$ cat config.mk
export PLATFORM = sky130hd
export DESIGN_NAME = hdr_mode_sequencer
export DESIGN_NICKNAME = d
export VERILOG_FILES = /design/src/rtl/hdr_mode_sequencer.sv
export SDC_FILE = /design/constraint.sdc
export NUM_CORES = 1
export LEC_CHECK = 0
export ABC_AREA = 1
export CAP_MARGIN = 0
export CELL_PAD_IN_SITES_DETAIL_PLACEMENT = 2
export CELL_PAD_IN_SITES_GLOBAL_PLACEMENT = 2
export CORE_UTILIZATION = 26
export CTS_CLUSTER_SIZE = 25
export DETAILED_ROUTE_END_ITERATION = 16
export GPL_TIMING_DRIVEN = 0
export PLACE_DENSITY = 0.82
export SETUP_SLACK_MARGIN = 0.2
export SLEW_MARGIN = 20
export SYNTH_ARGS = -nofsm -noshare
export SYNTH_HDL_FRONTEND = slang
export SYNTH_SLANG_ARGS = --single-unit
$ cat constraint.sdc
create_clock -name i_sys_clk -period 2.3 [get_ports i_sys_clk]
set_clock_uncertainty 0.2 [all_clocks]
set_input_delay 0.46 -clock i_sys_clk [delete_from_list [all_inputs] [get_ports i_sys_clk]]
set_output_delay 0.46 -clock i_sys_clk [all_outputs]
set_load 0.02 [all_outputs]
$ cat src/rtl/hdr_mode_sequencer.sv
// rtl/hdr_mode_sequencer.sv - HDR sub-engine sequencer with restart, dummy CCC phase and watchdog
module hdr_mode_sequencer #(
  parameter int NUM_ENG    = 4,
  parameter int SEL_W      = 2,
  parameter int ADDR_W     = 12,
  parameter int IDLE_ADDR  = 1000,
  parameter int DUMMY_ADDR = 450,
  parameter int TMO_W      = 16,
  parameter int HDR_MODE   = 6
) (
  input  logic                i_sys_clk,
  input  logic                i_sys_rst,
  input  logic                i_en,
  input  logic [SEL_W-1:0]    i_eng_sel,
  input  logic                i_toc,
  input  logic [2:0]          i_mode,
  input  logic [NUM_ENG-1:0]  i_eng_done,
  input  logic [TMO_W-1:0]    i_tmo_limit,
  output logic [NUM_ENG-1:0]  o_eng_en,
  output logic [SEL_W-1:0]    o_mux_sel,
  output logic [ADDR_W-1:0]   o_regf_addr_special,
  output logic                o_done,
  output logic [1:0]          o_err_code,
  output logic                o_busy
);

  typedef enum logic [1:0] {S_IDLE, S_RUN, S_GAP, S_DUMMY} state_t;

  localparam logic [ADDR_W-1:0] A_IDLE  = ADDR_W'(IDLE_ADDR);
  localparam logic [ADDR_W-1:0] A_DUMMY = ADDR_W'(DUMMY_ADDR);
  localparam logic [1:0] ERR_NONE = 2'b00;
  localparam logic [1:0] ERR_TMO  = 2'b01;
  localparam logic [1:0] ERR_SEL  = 2'b10;

  state_t             state, state_nxt;
  logic [SEL_W-1:0]   cur_sel, cur_sel_nxt, pend_sel, pend_sel_nxt;
  logic               cur_toc, cur_toc_nxt;
  logic [2:0]         cur_mode, cur_mode_nxt;
  logic [TMO_W-1:0]   cnt, cnt_nxt, cnt_inc;
  logic [NUM_ENG-1:0] eng_en_nxt;
  logic [SEL_W-1:0]   mux_nxt;
  logic [ADDR_W-1:0]  addr_nxt;
  logic               done_nxt, busy_nxt, done_cur, expire;
  logic [1:0]         err_nxt;

  function automatic logic [NUM_ENG-1:0] onehot(input logic [SEL_W-1:0] s);
    logic [NUM_ENG-1:0] v;
    v = '0;
    for (int i = 0; i < NUM_ENG; i++)
      if (s == SEL_W'(i)) v[i] = 1'b1;
    return v;
  endfunction

  function automatic logic bad_sel(input logic [SEL_W-1:0] s);
    return 32'(s) >= NUM_ENG;
  endfunction

  // Done from the engine currently owning the shared resources; other bits are ignored.
  assign done_cur = |(i_eng_done & onehot(cur_sel));
  assign expire   = (i_tmo_limit != '0) && (cnt == i_tmo_limit - TMO_W'(1));
  assign cnt_inc  = (&cnt) ? cnt : cnt + TMO_W'(1);

  // State register and registered outputs; reset overrides everything.
  always_ff @(posedge i_sys_clk) begin
    if (i_sys_rst) begin
      state               <= S_IDLE;
      cur_sel             <= '0;
      pend_sel            <= '0;
      cur_toc             <= 1'b0;
      cur_mode            <= '0;
      cnt                 <= '0;
      o_eng_en            <= '0;
      o_mux_sel           <= '0;
      o_regf_addr_special <= A_IDLE;
      o_done              <= 1'b0;
      o_err_code          <= ERR_NONE;
      o_busy              <= 1'b0;
    end else begin
      state               <= state_nxt;
      cur_sel             <= cur_sel_nxt;
      pend_sel            <= pend_sel_nxt;
      cur_toc             <= cur_toc_nxt;
      cur_mode            <= cur_mode_nxt;
      cnt                 <= cnt_nxt;
      o_eng_en            <= eng_en_nxt;
      o_mux_sel           <= mux_nxt;
      o_regf_addr_special <= addr_nxt;
      o_done              <= done_nxt;
      o_err_code          <= err_nxt;
      o_busy              <= busy_nxt;
    end
  end

  // Next-state and next-output decode; abort beats done, done beats watchdog.
  always_comb begin
    state_nxt    = state;
    cur_sel_nxt  = cur_sel;
    pend_sel_nxt = pend_sel;
    cur_toc_nxt  = cur_toc;
    cur_mode_nxt = cur_mode;
    cnt_nxt      = cnt;
    eng_en_nxt   = '0;
    mux_nxt      = o_mux_sel;
    addr_nxt     = A_IDLE;
    done_nxt     = 1'b0;
    err_nxt      = o_err_code;
    case (state)
      S_IDLE: begin
        if (i_en) begin
          cur_sel_nxt  = i_eng_sel;
          cur_toc_nxt  = i_toc;
          cur_mode_nxt = i_mode;
          err_nxt      = ERR_NONE;
          if (bad_sel(i_eng_sel)) begin
            err_nxt  = ERR_SEL;
            done_nxt = 1'b1;
          end else begin
            state_nxt  = S_RUN;
            eng_en_nxt = onehot(i_eng_sel);
            mux_nxt    = i_eng_sel;
            cnt_nxt    = '0;
          end
        end
      end
      S_RUN: begin
        if (!i_en) begin
          state_nxt = S_IDLE;
        end else if (done_cur) begin
          if (cur_toc || (cur_mode != 3'(HDR_MODE))) begin
            state_nxt = S_IDLE;
            done_nxt  = 1'b1;
          end else begin
            pend_sel_nxt = i_eng_sel;
            cur_toc_nxt  = i_toc;
            cur_mode_nxt = i_mode;
            if ((cur_sel == '0) && (i_eng_sel != '0)) begin
              state_nxt  = S_DUMMY;
              eng_en_nxt = NUM_ENG'(1);
              mux_nxt    = '0;
              addr_nxt   = A_DUMMY;
              cnt_nxt    = '0;
            end else begin
              state_nxt = S_GAP;
            end
          end
        end else if (expire) begin
          state_nxt = S_IDLE;
          err_nxt   = ERR_TMO;
          done_nxt  = 1'b1;
        end else begin
          eng_en_nxt = o_eng_en;
          cnt_nxt    = cnt_inc;
        end
      end
      S_GAP: begin
        if (!i_en) begin
          state_nxt = S_IDLE;
        end else begin
          cur_sel_nxt = pend_sel;
          if (bad_sel(pend_sel)) begin
            state_nxt = S_IDLE;
            err_nxt   = ERR_SEL;
            done_nxt  = 1'b1;
          end else begin
            state_nxt  = S_RUN;
            eng_en_nxt = onehot(pend_sel);
            mux_nxt    = pend_sel;
            cnt_nxt    = '0;
          end
        end
      end
      S_DUMMY: begin
        if (!i_en) begin
          state_nxt = S_IDLE;
        end else if (i_eng_done[0]) begin
          state_nxt = S_GAP;
        end else if (expire) begin
          state_nxt = S_IDLE;
          err_nxt   = ERR_TMO;
          done_nxt  = 1'b1;
        end else begin
          eng_en_nxt = NUM_ENG'(1);
          addr_nxt   = A_DUMMY;
          cnt_nxt    = cnt_inc;
        end
      end
      default: state_nxt = S_IDLE;
    endcase
    busy_nxt = (state_nxt != S_IDLE);
  end

endmodule

==> summary.json <==
{
  "die": {
    "initial_core_util_pct": 26.59,
    "design.core.area_sq_mm": 0.01196,
    "die_outline_area_sq_mm": 0.01268,
    "num_io_pins": 51,
    "rows": 40,
    "chipHeight_um": 112.6,
    "floorplan.die.width_um": 112.6
  },
  "global_routing": {
    "grt_pass1_vias": 4368,
    "antenna_found_initial": 0,
    "global_route.overflow_total": 0,
    "grt_first_pass_wirelength_um": 22420,
    "global_route.usage.total_pct": 22.78,
    "grt_max_degree": 11
  },
  "sta": {
    "worst_pin_slew_ns": 0.5386,
    "fmax_mhz": 410.2,
    "timing.final.crit_share_pct": 106.0,
    "maxSlewHeadroom_pct": 64.10,
    "layout_min_cycle_time_ns": 2.438,
    "timing_max_transition_violations_final": 0,
    "unrepaired_setup_endpoints_after_global_routing": "yes",
    "setup-violations-final": 20,
    "postLayoutSetupSlackWorst_ns": -0.1376,
    "report.final.hold_viol_count": 0
  },
  "logic_synthesis": {
    "synth_top_flop_cell": "dfxtp_1",
    "post_syn_area_sq_mm": 0.003181,
    "warnings_from_yosys": 0,
    "yosysTopAreaCell": "dfxtp_1",
    "postSynthCellCount": 525,
    "ys_seq_area_share_pct": 23.29,
    "count_of_flip_flops_with_a_built_in_enable_after_synthesis": 0,
    "synth.avg_cell_area_sq_um": 6.058,
    "synth_top_cells_by_count": "137 x nand2_1, 76 x inv_1, 59 x nor2_1",
    "synthMostInstantiatedCell": "nand2_1",
    "synth-async-reset-ratio_pct": 0,
    "ys_types": 40,
    "synth_seq_cells": 37,
    "yosys.area.top_type_share_pct": 23.29,
    "ranking_of_synthesized_cells_by_area": "dfxtp_1 23%, nand2_1 16%, inv_1 9.0%"
  },
  "cts": {
    "clock_insertion_delay_worst_skew_ns": 0.30,
    "htree_num_levels": 2,
    "tritoncts": "done",
    "cts_root_buf": "clkbuf_16",
    "tritoncts_num_sinks": 37,
    "cts_hold_buffers": 0,
    "tritoncts.num_buffers": 5,
    "clockBufferDepth": 2,
    "worst_setup_hold_path_clk_slew_ns": 0.06
  },
  "pwr": {
    "power_density_over_the_cells_mw_per_mm2": 544.5,
    "total_leakage_power_nw": 2.264,
    "power.ir.vdd_worst_mv": 0.3814
  },
  "routing": {
    "wl_per_cell_um": 20.79,
    "total_via_count_after_detailed_routing": 4055,
    "maxUsedRoutingLayer": "met4",
    "postRouteWirelength_um": 16340,
    "met2_wirelength_um": 8961,
    "detail_route.wirelength.met1_um": 6176,
    "antenna_violating_nets_remaining": 0,
    "count_of_routing_violations_after_the_opening_detailed_route_iteration": 103,
    "drcViolationCount": 0,
    "drt_pass1_iterations": 4,
    "met3RoutedLength_um": 431,
    "vias_per_cell": 5.159
  },
  "critical_path": {
    "worst-endpoint-arrival_ns": 2.41,
    "worst_setup_path_start_kind": "primary input",
    "critPathSlowestCell": "o21ai_2",
    "worstPathMaxFanout": 6,
    "critPathCaptureType": "flip-flop",
    "cp_num_buf_inv": 2,
    "timing.critical_path.required_ns": 2.27,
    "rr_worst_depth": 14,
    "timing.critical_path.max_delay_family": "simple AND/OR/NAND/NOR gates",
    "reg2reg_from": "cnt[3]",
    "worst-r2r-setup-slack_ns": -0.12,
    "cell_breakdown_of_the_critical_path": "clkbuf_4 -> nor2_4 -> nand2_2 -> nor2_4 -> nand2_1 -> nand2_1 -> nand3_1 -> nor2_4 -> nand3_4 -> buf_8 -> nand3_2 -> nand4_1 -> o21ai_2 -> nand2_1",
    "worstSetupPathType": "primary input to flip-flop",
    "timing.critical_path.from": "i_tmo_limit[4]",
    "max_stage_delay_ns": 0.20,
    "reg2reg_to": "o_busy"
  },
  "finish": {
    "syn_to_final_growth_pct": 57.87,
    "fillCellCount": 1367,
    "drive_gt1_share_pct": 37.87,
    "n_antenna_cell": 0,
    "num-nets-final": 676,
    "multiInputGateArea_sq_mm": 0.002580,
    "postLayoutCoreUtil_pct": 41.98,
    "seq_area_sq_um": 769.5
  },
  "placement": {
    "dp_worst_setup_slack_ns": -0.9472,
    "final_gp_congestion": 0.8277,
    "numPortBuffers": 38,
    "dp_hpwl_um": 9012
  },
  "run_status": {
    "failed_checks": "negative setup slack",
    "result_of_the_run": "finished, violations left"
  },
  "flow_run": {
    "max_cap_viol_count": 0
  },
  "worst_hold_path": {
    "min-delay-path-class": "flip-flop to flip-flop",
    "worst_hold_path.endpoint": "cur_toc",
    "hold_start": "cur_toc",
    "min_path_cells": 2
  }
}
## where the power goes
group | switching, mW | total, mW | internal (mW) | leakage, nW
Clock | 0.291 | 0.695 | 0.404 | 0.0652
Sequential | 0.0850 | 0.810 | 0.725 | 0.308
Combinational | 0.744 | 1.23 | 0.486 | 1.89
## tightest hold or removal path, cell delays in order (launching register included)
cell,delay [ns]
dfxtp_1,0.34
o21ai_0,0.09
nor2_1,0.08
## sequential cells by signal (all words and copies together), names as in the netlist
name / flops
cur_mode: 3
cur_sel: 2
state: 2
o_done: 1
o_busy: 1
pend_sel: 2
o_mux_sel: 2
cnt: 16
o_eng_en: 4
cur_toc: 1
o_err_code: 1
o_regf_addr_special: 2
## logic make-up after synthesis
logic type	Yosys count	synth area share [%]
flops	37	23.29
xor+xnor	13	3.580
fa+ha+maj	9	3.541
other cells	2	0.2361
buf+inv	100	13.73
simple gates	295	43.39
compound gates	69	12.23
## layout by cell type, fill, tap and decap left out, types with 3 or more instances in the layout
cell and n:
a21oi_1 14, a21oi_2 9, a31oi_1 6, buf_12 3, buf_2 4, buf_4 65
buf_6 10, buf_8 4, clkbuf_1 5, clkbuf_16 5, clkbuf_2 5, clkdlybuf4s50_1 17
conb_1 9, dfxtp_1 26, dfxtp_2 5, dfxtp_4 6, dlygate4sd2_1 6, ha_1 7
inv_1 66, inv_2 7, inv_6 4, nand2_1 106, nand2_2 30, nand2_4 10
nand3_1 23, nand3_2 10, nand3_4 5, nand3b_1 7, nand4_1 10, nor2_1 44
nor2_2 10, nor2_4 20, nor3_1 5, nor3_4 4, o211ai_1 3, o21ai_0 19
o21ai_2 6, xnor2_1 6, xor2_1 5
## layout make-up
type	instances	area share [%]
Timing Repair Buffer	99	17.17
Tap cell	147	3.663
Multi-Input combinational cell	395	51.38
Clock buffer	8	2.716
Inverter	79	6.504
Buffer	21	3.239
Sequential cell	37	15.33
## metrics by stage
stage / cell area [sq um] / hold slack [ns] / total power [mW] / TNS (ns) / cells
2_1_floorplan: 3224 / 0.2786 / 1.327 / 0 / 532
3_5_place_dp: 3789 / 0.3052 / 1.648 / -25.08 / 717
3_3_place_gp: 3789 / 0.2966 / 1.607 / -22.03 / 717
4_1_cts: 4549 / 0.3210 / 2.501 / -0.1038 / 763
5_1_grt: 5021 / 0.3773 / 2.863 / -4.130 / 786
6_report: 5021 / 0.3409 / 2.734 / -1.552 / 786
## worst max-delay path by stage
stage / endpoint / slack [ns] / depth (start not counted)
after global placement: cnt[9] / -0.86 / 17
after global routing: o_busy / -0.27 / 15
after detailed placement: o_busy / -0.95 / 17
after floorplan: o_busy / 0.008 / 14
after CTS: o_err_code[0] / -0.03 / 17
final: o_busy / -0.14 / 14
## per-layer routing
metal  global-route usage, %  vias to the layer above
met3                   2.538                       47
met1                   24.18                     2025
met5                       0                        -
met4                   11.38                        0
met2                   44.12                      109
li1                        -                     1874
## timing repair
item,in CTS,in global routing
endpoints found under the setup margin,35,35
pin swaps,47,59
setup buffers,38,23
resized for setup,159,103
No activity file was read; power rests on OpenSTA's default activity.
